===== src/rtl/gc_dualrail_driver.sv =====
// -----------------------------------------------------------------------------
// gc_dualrail_driver
//
// Clocked driver that sits on the environment side of the asynchronous genetic
// C-element (gC) block. It turns one single-rail request (sensor, startSignal)
// into a four-phase return-to-zero dual-rail codeword. It waits for the
// dual-rail actuator acknowledge and returns every rail to zero. It then
// reports the decoded actuator value and compares it with a behavioural
// C-element model.
//
// Protocol faults are reported on the sticky err flag until err_clr. The
// faults are an illegal actuator codeword (both rails high) and a phase that
// takes TIMEOUT cycles.
//
// Parameters:
//   TIMEOUT  cycles allowed for each actuator phase before err (>= 4)
//   CNT_W    width of the completed-transaction counter
//
// Ports:
//   clk, reset            single rising-edge clock, synchronous active-high reset
//   in_valid/in_ready     request handshake (no buffering; in_valid ignored
//                         while in_ready is low)
//   in_sensor, in_start   single-rail request bits
//   sensor_0/1            dual-rail sensor (false/true rail)
//   startSignal_0/1       dual-rail startSignal (false/true rail)
//   actuator_0/1          asynchronous dual-rail acknowledge from the gC block
//   out_valid             one-cycle pulse when a transaction completes
//   out_data              decoded actuator value, valid with out_valid
//   out_mismatch          out_data differs from the C-element model
//   err                   sticky protocol/timeout error
//   err_clr               clears err (only acted on while in the error state)
//   tx_count              completed transactions, wraps
// -----------------------------------------------------------------------------
module gc_dualrail_driver #(
  parameter int TIMEOUT = 1024,
  parameter int CNT_W   = 16
) (
  input  logic             clk,
  input  logic             reset,
  input  logic             in_valid,
  output logic             in_ready,
  input  logic             in_sensor,
  input  logic             in_start,
  output logic             sensor_0,
  output logic             sensor_1,
  output logic             startSignal_0,
  output logic             startSignal_1,
  input  logic             actuator_0,
  input  logic             actuator_1,
  output logic             out_valid,
  output logic             out_data,
  output logic             out_mismatch,
  output logic             err,
  input  logic             err_clr,
  output logic [CNT_W-1:0] tx_count
);

  localparam int WCNT_W = (TIMEOUT > 2) ? $clog2(TIMEOUT) : 1;
  localparam logic [WCNT_W-1:0] WCNT_LAST = WCNT_W'(TIMEOUT - 1);

  typedef enum logic [2:0] {
    ST_IDLE,
    ST_DATA,
    ST_RTZ,
    ST_DONE,
    ST_ERR
  } state_t;

  // The actuator rails are asynchronous. Each rail has its own two-flop
  // synchronizer, and only the synchronized copies take part in decisions.
  // These flops are deliberately left out of reset so that they keep tracking
  // the gC block. in_ready then reflects the real actuator level straight
  // after reset.
  logic a0_meta_q, a0s_q;
  logic a1_meta_q, a1s_q;

  always_ff @(posedge clk) begin
    a0_meta_q <= actuator_0;
    a0s_q     <= a0_meta_q;
    a1_meta_q <= actuator_1;
    a1s_q     <= a1_meta_q;
  end

  state_t            state_q, state_d;
  logic [WCNT_W-1:0] wcnt_q, wcnt_d;
  logic              cap_s_q, cap_s_d;
  logic              cap_t_q, cap_t_d;
  logic              r_q, r_d;
  logic              m_q, m_d;
  logic [CNT_W-1:0]  tx_count_q, tx_count_d;
  logic              in_ready_q, in_ready_d;
  logic              sensor_0_q, sensor_0_d;
  logic              sensor_1_q, sensor_1_d;
  logic              start_0_q, start_0_d;
  logic              start_1_q, start_1_d;
  logic              out_valid_q, out_valid_d;
  logic              out_data_q, out_data_d;
  logic              out_mismatch_q, out_mismatch_d;
  logic              err_q, err_d;

  logic ack_both, ack_one, ack_none, wait_expired, expected;

  always_comb begin
    ack_both     = a0s_q & a1s_q;
    ack_one      = a0s_q ^ a1s_q;
    ack_none     = ~(a0s_q | a1s_q);
    wait_expired = (wcnt_q == WCNT_LAST);
    // C-element model: follow the inputs when they agree, otherwise hold.
    expected     = (cap_s_q == cap_t_q) ? cap_s_q : m_q;

    state_d        = state_q;
    wcnt_d         = wcnt_q;
    cap_s_d        = cap_s_q;
    cap_t_d        = cap_t_q;
    r_d            = r_q;
    m_d            = m_q;
    tx_count_d     = tx_count_q;
    out_valid_d    = 1'b0;
    out_data_d     = out_data_q;
    out_mismatch_d = out_mismatch_q;

    case (state_q)
      ST_IDLE: begin
        if (in_valid && in_ready_q) begin
          cap_s_d = in_sensor;
          cap_t_d = in_start;
          wcnt_d  = '0;
          state_d = ST_DATA;
        end
      end
      ST_DATA: begin
        wcnt_d = wcnt_q + WCNT_W'(1);
        if (ack_both) begin
          state_d = ST_ERR;
        end else if (ack_one) begin
          r_d     = a1s_q;
          wcnt_d  = '0;
          state_d = ST_RTZ;
        end else if (wait_expired) begin
          state_d = ST_ERR;
        end
      end
      ST_RTZ: begin
        wcnt_d = wcnt_q + WCNT_W'(1);
        if (ack_both) begin
          state_d = ST_ERR;
        end else if (ack_none) begin
          // The result is reported and the counters and model are updated
          // as DONE is entered. This lines them all up with the out_valid
          // cycle.
          state_d        = ST_DONE;
          out_valid_d    = 1'b1;
          out_data_d     = r_q;
          out_mismatch_d = (r_q != expected);
          tx_count_d     = tx_count_q + CNT_W'(1);
          m_d            = expected;
        end else if (wait_expired) begin
          state_d = ST_ERR;
        end
      end
      ST_DONE: begin
        state_d = ST_IDLE;
      end
      ST_ERR: begin
        if (err_clr) begin
          state_d = ST_IDLE;
        end
      end
      default: begin
        state_d = ST_IDLE;
      end
    endcase

    // Rails, in_ready and err are decoded from the next state. This keeps
    // them registered but still in step with the state they describe.
    sensor_0_d = (state_d == ST_DATA) && !cap_s_d;
    sensor_1_d = (state_d == ST_DATA) &&  cap_s_d;
    start_0_d  = (state_d == ST_DATA) && !cap_t_d;
    start_1_d  = (state_d == ST_DATA) &&  cap_t_d;
    in_ready_d = (state_d == ST_IDLE) && ack_none;
    err_d      = (state_d == ST_ERR);
  end

  always_ff @(posedge clk) begin
    if (reset) begin
      state_q        <= ST_IDLE;
      wcnt_q         <= '0;
      cap_s_q        <= 1'b0;
      cap_t_q        <= 1'b0;
      r_q            <= 1'b0;
      m_q            <= 1'b0;
      tx_count_q     <= '0;
      in_ready_q     <= 1'b0;
      sensor_0_q     <= 1'b0;
      sensor_1_q     <= 1'b0;
      start_0_q      <= 1'b0;
      start_1_q      <= 1'b0;
      out_valid_q    <= 1'b0;
      out_data_q     <= 1'b0;
      out_mismatch_q <= 1'b0;
      err_q          <= 1'b0;
    end else begin
      state_q        <= state_d;
      wcnt_q         <= wcnt_d;
      cap_s_q        <= cap_s_d;
      cap_t_q        <= cap_t_d;
      r_q            <= r_d;
      m_q            <= m_d;
      tx_count_q     <= tx_count_d;
      in_ready_q     <= in_ready_d;
      sensor_0_q     <= sensor_0_d;
      sensor_1_q     <= sensor_1_d;
      start_0_q      <= start_0_d;
      start_1_q      <= start_1_d;
      out_valid_q    <= out_valid_d;
      out_data_q     <= out_data_d;
      out_mismatch_q <= out_mismatch_d;
      err_q          <= err_d;
    end
  end

  assign in_ready      = in_ready_q;
  assign sensor_0      = sensor_0_q;
  assign sensor_1      = sensor_1_q;
  assign startSignal_0 = start_0_q;
  assign startSignal_1 = start_1_q;
  assign out_valid     = out_valid_q;
  assign out_data      = out_data_q;
  assign out_mismatch  = out_mismatch_q;
  assign err           = err_q;
  assign tx_count      = tx_count_q;

endmodule

===== config.mk =====
export PLATFORM = sky130hd
export DESIGN_NAME = gc_dualrail_driver
export DESIGN_NICKNAME = d
export VERILOG_FILES = /design/src/rtl/gc_dualrail_driver.sv
export SDC_FILE = /design/constraint.sdc
export NUM_CORES = 1
export LEC_CHECK = 0
export ABC_AREA = 1
export BUFFER_PORTS_ARGS = -buffer_cell sky130_fd_sc_hd__buf_2
export CORE_AREA = 5 5 83 62
export CTS_BUF_LIST = sky130_fd_sc_hd__clkbuf_8
export CTS_CLUSTER_DIAMETER = 200
export DETAILED_ROUTE_END_ITERATION = 8
export DIE_AREA = 0 0 88 67
export PLACE_DENSITY = 0.75
export SYNTH_ARGS = -nofsm -noshare
export SYNTH_HDL_FRONTEND = slang
export SYNTH_SLANG_ARGS = --single-unit

===== constraint.sdc =====
create_clock -name clk -period 1.5 [get_ports clk]
set_clock_uncertainty 0.05 [all_clocks]
set_input_delay 0.225 -clock clk [delete_from_list [all_inputs] [get_ports clk]]
set_output_delay 0.225 -clock clk [all_outputs]
set_load 0.02 [all_outputs]

### Word level (Yosys, flattened, before mapping)

Index checks and enable logic that the tools add are counted.

* add/sub/neg operators: 2
* multipliers: 0
* div/mod/pow operators: 0
* $lt $le $gt $ge: 0
* eq/ne operators: 9
* shift-type cells: 0
* muxes and demuxes: 18
* bitwise operators: 6
* reductions and logical operators: 15

Operator list (count)
* $mux W10: 3
* $pmux W10 S3: 1
* $mux W3: 7
* $add A16 B1 Y16 const B: 1
* $pmux W3 S4: 1
* $add A10 B1 Y10 const B: 1
* $eq A10 B10 Y1 const B: 1
* $eq A3 B1 Y1 const B: 2
* $eq A3 B3 Y1 const B: 2
* $logic_and A1 B1 Y1: 6
* $logic_not A3 Y1: 2
* $mux W1: 6
* $reduce_and A3 Y1: 2
* $eq A3 B2 Y1 const B: 1
* $not A1 Y1: 3
* $reduce_bool A3 Y1: 1
* $reduce_or A3 Y1: 1
* $logic_not A1 Y1: 2
* $ne A2 B2 Y1 const B: 1
* $reduce_and A2 Y1: 1
* $and A1 B1 Y1: 1
* $eq A1 B1 Y1: 1
* $ne A1 B1 Y1: 1
* $or A1 B1 Y1: 1
* $xor A1 B1 Y1: 1

* register bits after elaboration: 46
* latch bits: 0
* bits in writable memories: 0
* bits in read-only memories: 0
* bits of input ports: 8
* output and inout port bits: 25
* memories kept: 0

### Logic depth before layout (Yosys ltp)

* word-level depth: 7
* mapped depth: 10

### Worst setup path before layout

No wires, ideal clock.

* path kind: reg2reg
* start point: reg tx_count_q[0], in the netlist tx_count[0]
* end point: reg tx_count_q[10], in the netlist tx_count[10]
* setup time: 116 ps
* data arrival time: 1392 ps
* required time: 1334 ps
* path slack: -58 ps
* cell stages (with the launch flop): 9
* period minus slack after synthesis: 1558 ps
* cells stage by stage: dfxtp_1 -> ha_1 -> nand3_1 -> nor2_1 -> nand2_1 -> nor2_1 -> nand3_1 -> o21ai_0 -> nor2_1

* longest elaborated chain between the ends: 1

RTL lines
* start, declared: RTL line 90 `logic [CNT_W-1:0] tx_count_q, tx_count_d;`
* start signal, assigned: RTL line 209 `tx_count_q <= tx_count_d;`
* $add A16 B1 Y16: RTL line 155 `tx_count_d = tx_count_q + CNT_W'(1);`

No other way between the ends.
A chain may end at the register's enable or synchronous reset.

### Worst setup path after layout

* start point: reg wcnt_q[0]
* end point: reg wcnt_q[9]

* longest elaborated chain between the ends: 4

RTL lines
* start, declared: RTL line 85 `logic [WCNT_W-1:0] wcnt_q, wcnt_d;`
* start signal, assigned: RTL line 204 `wcnt_q <= wcnt_d;`
* $add A10 B1 Y10 (*): RTL line 132, 144
* $mux W10: RTL line 135 `end else if (ack_one) begin`
* $mux W10: RTL line 133 `if (ack_both) begin`
* $pmux W10 S3 (*): RTL line 122 `case (state_q)`

Every way passes the cells marked *; elsewhere a longest branch is shown, timed or not.

==> reports/results.md <==
## Outcome
• finished with violations — run status
• negative setup slack — violations in the final reports

## Power
• 2.19 mW — overall power of the completed layout
• 0.661 mV — peak ir drop on the vdd network
• 0.566 — part of the power in registers
• 0.240 — switching part of the total
• 0.369 — part of the total power dissipated in the clock network
• 0.066 — part of the power in combinational logic
• 749 nW/um2 — cell area power density
• 1.66 mW — cell internal pwr
• 1.31 nW — leakage power
• 526 uW — switching power

## Synth
• 0.427 — share of the synthesized area in the top cell type
• 310 — cell count after synthesis
• 28 — number of distinct standard cells referenced by the synthesized netlist
• 0.342 — simple logic cell fraction of the synthesized area
• 0 — count of synthesis-stage warnings from yosys
• 80 x sky130_fd_sc_hd__nand2_1, 46 x sky130_fd_sc_hd__dfxtp_1, 45 x sky130_fd_sc_hd__nor2_1 — most frequent cells after synthesis
• 0.0976 — fraction of the mapped netlist area in compound gates
• sky130_fd_sc_hd__dfxtp_1 43%, sky130_fd_sc_hd__nand2_1 14%, sky130_fd_sc_hd__nor2_1 7.8%, sky130_fd_sc_hd__inv_1 6.8%, sky130_fd_sc_hd__a21oi_1 5.1% — leading post-synthesis cells by cell area
• 0 — number of enable flip-flop cells after synthesis
• 0.427 — proportion of synthesized chip area in sequential cells
• sky130_fd_sc_hd__dfxtp_1 — most instantiated flip-flop cell in the synthesis netlist
• sky130_fd_sc_hd__nand2_1 — most frequently used cell type in the post-synthesis netlist
• 0.0203 — xor and xnor area share after synthesis
• 0.0279 — Post-Synth Adder-Cell Area
• 6.95 um2 — average footprint of a synthesized cell
• 0 — Post-synth ARST share
• sky130_fd_sc_hd__dfxtp_1 — cell type with the highest aggregate area in the netlist
• 2150 um2 — mapped cell area
• 0 — multiplexer share of the synthesized area
• 46 — number of register bits inferred by synthesis
• simple AND/OR/NAND/NOR gates — combinational family with the most area after synthesis
• 322 — synthesized net count

## Floorplanning
• 33 — Top-Level Pins
• 0.509 — Initial Utilization
• 67 um — height of the die
• 20 — Std-Cell Rows
• 5900 um2 — full die area
• 4230 um2 — area of the core region
• 88 um — Die X-Extent

## Hold path
• in2reg — worst hold path type

## Timing
• 0.687 — remaining max-slew budget at the tightest pin
• 0 — Final Hold Fails
• 0 — pins over their slew limit
• -43.5 ps — Total Neg Setup Slack
• 2 — # setup viols final
• 648 MHz — Max Fclk
• 1.03 — share of the cycle needed by the critical path after routing
• 1540 ps — minimum clock period
• 469 ps — transition time of the tightest slew-check pin
• true — setup repair after global routing missed its margin
• -43.0 ps — Final Worst Setup Slack

## Worst setup path
• wcnt_q[0] — CP Launch Point
• 1740 ps — arrival time at the worst endpoint
• -40 ps — setup slack of the worst register-to-register path
• reg2reg — class of the most critical setup path
• 1690 ps — data required time of the worst path
• 3 — peak fanout along the critical path
• wcnt_q[9] — capturing point of the worst reg2reg path
• 7 — Worst Reg-to-Reg Cells
• register — critical path endpoint category
• wcnt_q[0] — reg-to-reg startpoint
• register — element type at the critical path start
• wcnt_q[9] — crit path capture

## Clocking
• sky130_fd_sc_hd__clkbuf_8 — CTS Root Buffer Type
• 310 ps — later-pin clock latency in the skew report
• 80 ps — clock slew seen by the registers of the worst setup and hold paths
• 46 — total clock sinks
• 5 — clock buffers created by TritonCTS
• 2 — H-tree Lvls
• done — TritonCTS clock tree
• 2 — number of buffers on the longest clock path

## GRT
• 8940 um — first-pass GRT wire length
• 20 — maximum number of pins on one net before global-route repair
• 0 — initial antenna violation count
• 2054 — via count of the first global-routing pass
• 0.193 — global-route usage over all layers
• 0 — total congestion overflow after global routing

## Placement
• 2570 um2 — placed cell areas
• 3810 um — placed wire-length estimate
• 0.883 — routability-driven placement congestion ratio
• 32 — quantity of I/O buffers inserted on ports

## Detailed routing
• 5.12 — vias per cell
• 0 — number of routed nets with antenna violations
• 2234 — vias after detailed routing
• 12.8 um — routed length per instance
• 0 — DRC Markers
• 4 — detailed-routing iteration count for the pre-antenna-repair pass
• 5570 um — sum of routed wire length over all layers
• 82 — First DRT Iteration DRCs

## Layout
• 2920 um2 — area of all placed cells without fillers
• 0.691 — Post-Route Utilization
• 35.6% — Area growth syn-to-layout
• 355 — # fillers
• 392 — final net count
• 931 um2 — sequential cell area
• 1230 um2 — multi-input combinational cell area
• 0.333 — layout cells sized above 1
• 0 — Antenna diodes

## Job
• 0 — max-capacitance violation count

[state kept, by name, indices dropped and copies added, names as in the netlist]
signal and count:
in_ready 1, err 1, a0s_q 1, m_q 1
out_mismatch 1, cap_t_q 1, a0_meta_q 1, startSignal_1 1
a1s_q 1, out_valid 1, cap_s_q 1, r_q 1
state_q 3, wcnt_q 10, out_data 1, sensor_0 1
sensor_1 1, startSignal_0 1, a1_meta_q 1, tx_count 16
[cell usage in the layout (no fill, tap or decap), types with 2 or more instances in the layout]
cell                             n
sky130_fd_sc_hd__nand2_2         5
sky130_fd_sc_hd__nor3_1          3
sky130_fd_sc_hd__nor2_4          5
sky130_fd_sc_hd__nand4_1         7
sky130_fd_sc_hd__nand3_4         2
sky130_fd_sc_hd__ha_1            2
sky130_fd_sc_hd__nand3_2         6
sky130_fd_sc_hd__nand3_1        15
sky130_fd_sc_hd__o21ai_1         3
sky130_fd_sc_hd__inv_2           4
sky130_fd_sc_hd__ha_4            2
sky130_fd_sc_hd__nor3_2          2
sky130_fd_sc_hd__a21oi_1        21
sky130_fd_sc_hd__nor2_2         10
sky130_fd_sc_hd__dfxtp_2         8
sky130_fd_sc_hd__buf_2          32
sky130_fd_sc_hd__o21ai_2         2
sky130_fd_sc_hd__o21ai_0         7
sky130_fd_sc_hd__clkbuf_8        6
sky130_fd_sc_hd__dlygate4sd3_1   2
sky130_fd_sc_hd__nor2_1         33
sky130_fd_sc_hd__xor2_1          5
sky130_fd_sc_hd__nand2_1        74
sky130_fd_sc_hd__nand2_4         2
sky130_fd_sc_hd__dfxtp_1        38
sky130_fd_sc_hd__buf_4          33
sky130_fd_sc_hd__inv_1          37
[critical path: stages (launching register included)]
cell and delay, ps:
sky130_fd_sc_hd__dfxtp_2 340, sky130_fd_sc_hd__buf_4 120, sky130_fd_sc_hd__nand3_1 120, sky130_fd_sc_hd__nor3_1 380
sky130_fd_sc_hd__nand4_1 220, sky130_fd_sc_hd__nand2_1 100, sky130_fd_sc_hd__nand2_1 50, sky130_fd_sc_hd__nor2_1 100
[power groups by stage]
stage,combinational (mW),clock (mW),sequential [mW]
2_1_floorplan,0.0642,0,1.27
3_3_place_gp,0.107,0,1.26
3_5_place_dp,0.110,0,1.27
4_1_cts,0.130,0.818,1.24
5_1_grt,0.157,0.878,1.24
6_report,0.143,0.806,1.24
[worst min path at each step]
stage,cells past startpoint,endpoint,startpoint,slack (ps)
final,4,startSignal_0,in_start,150
after global routing,4,startSignal_0,in_start,190
after CTS,4,startSignal_0,in_start,150
after detailed placement,0,a0s_q,a0_meta_q,260
after global placement,0,a1s_q,a1_meta_q,260
after floorplan,0,a0_meta_q,actuator_0,200
[cell type report]
class                           instances  share of cell area
Tap cell                               55              0.0236
Clock buffer                            6              0.0283
Multi-Input combinational cell        218               0.422
Inverter                               41              0.0527
Sequential cell                        46               0.319
Clock inverter                          2             0.00428
Timing Repair Buffer                   68               0.150
[cells by family after synthesis]
family                     Yosys count
xor gates and xnor gates             5
and+or+nand+nor                    169
buffers and inverters               46
AOI/OAI and AO/OA                   39
adders and majority gates            5
DFF                                 46
[routing by layer]
layer  vias up  routed length [um]  track usage
met5         -                   0            0
met4         0                  61       0.0536
met3         9                 344       0.0396
met2        63                2720        0.331
met1      1026                2440        0.243
li1       1136                   -            -
[per-stage QoR]
stage | hold slack (ps) | instances | setup WS (ps)
after floorplan | 203 | 310 | 25.3
after detailed placement | 264 | 420 | -147
after global placement | 261 | 420 | -69.6
after CTS | 153 | 434 | -37.9
final | 153 | 436 | -43.0
after global routing | 187 | 436 | -207
[what timing repair did]
item	4_1_cts	5_1_grt
buffers inserted	5	3
pin swaps	6	21
hold endpoints to repair	2	0
hold buffers	2	0
gates resized for setup	13	44
endpoints found under the setup margin	17	26
Power figures use the tool's default switching activity.
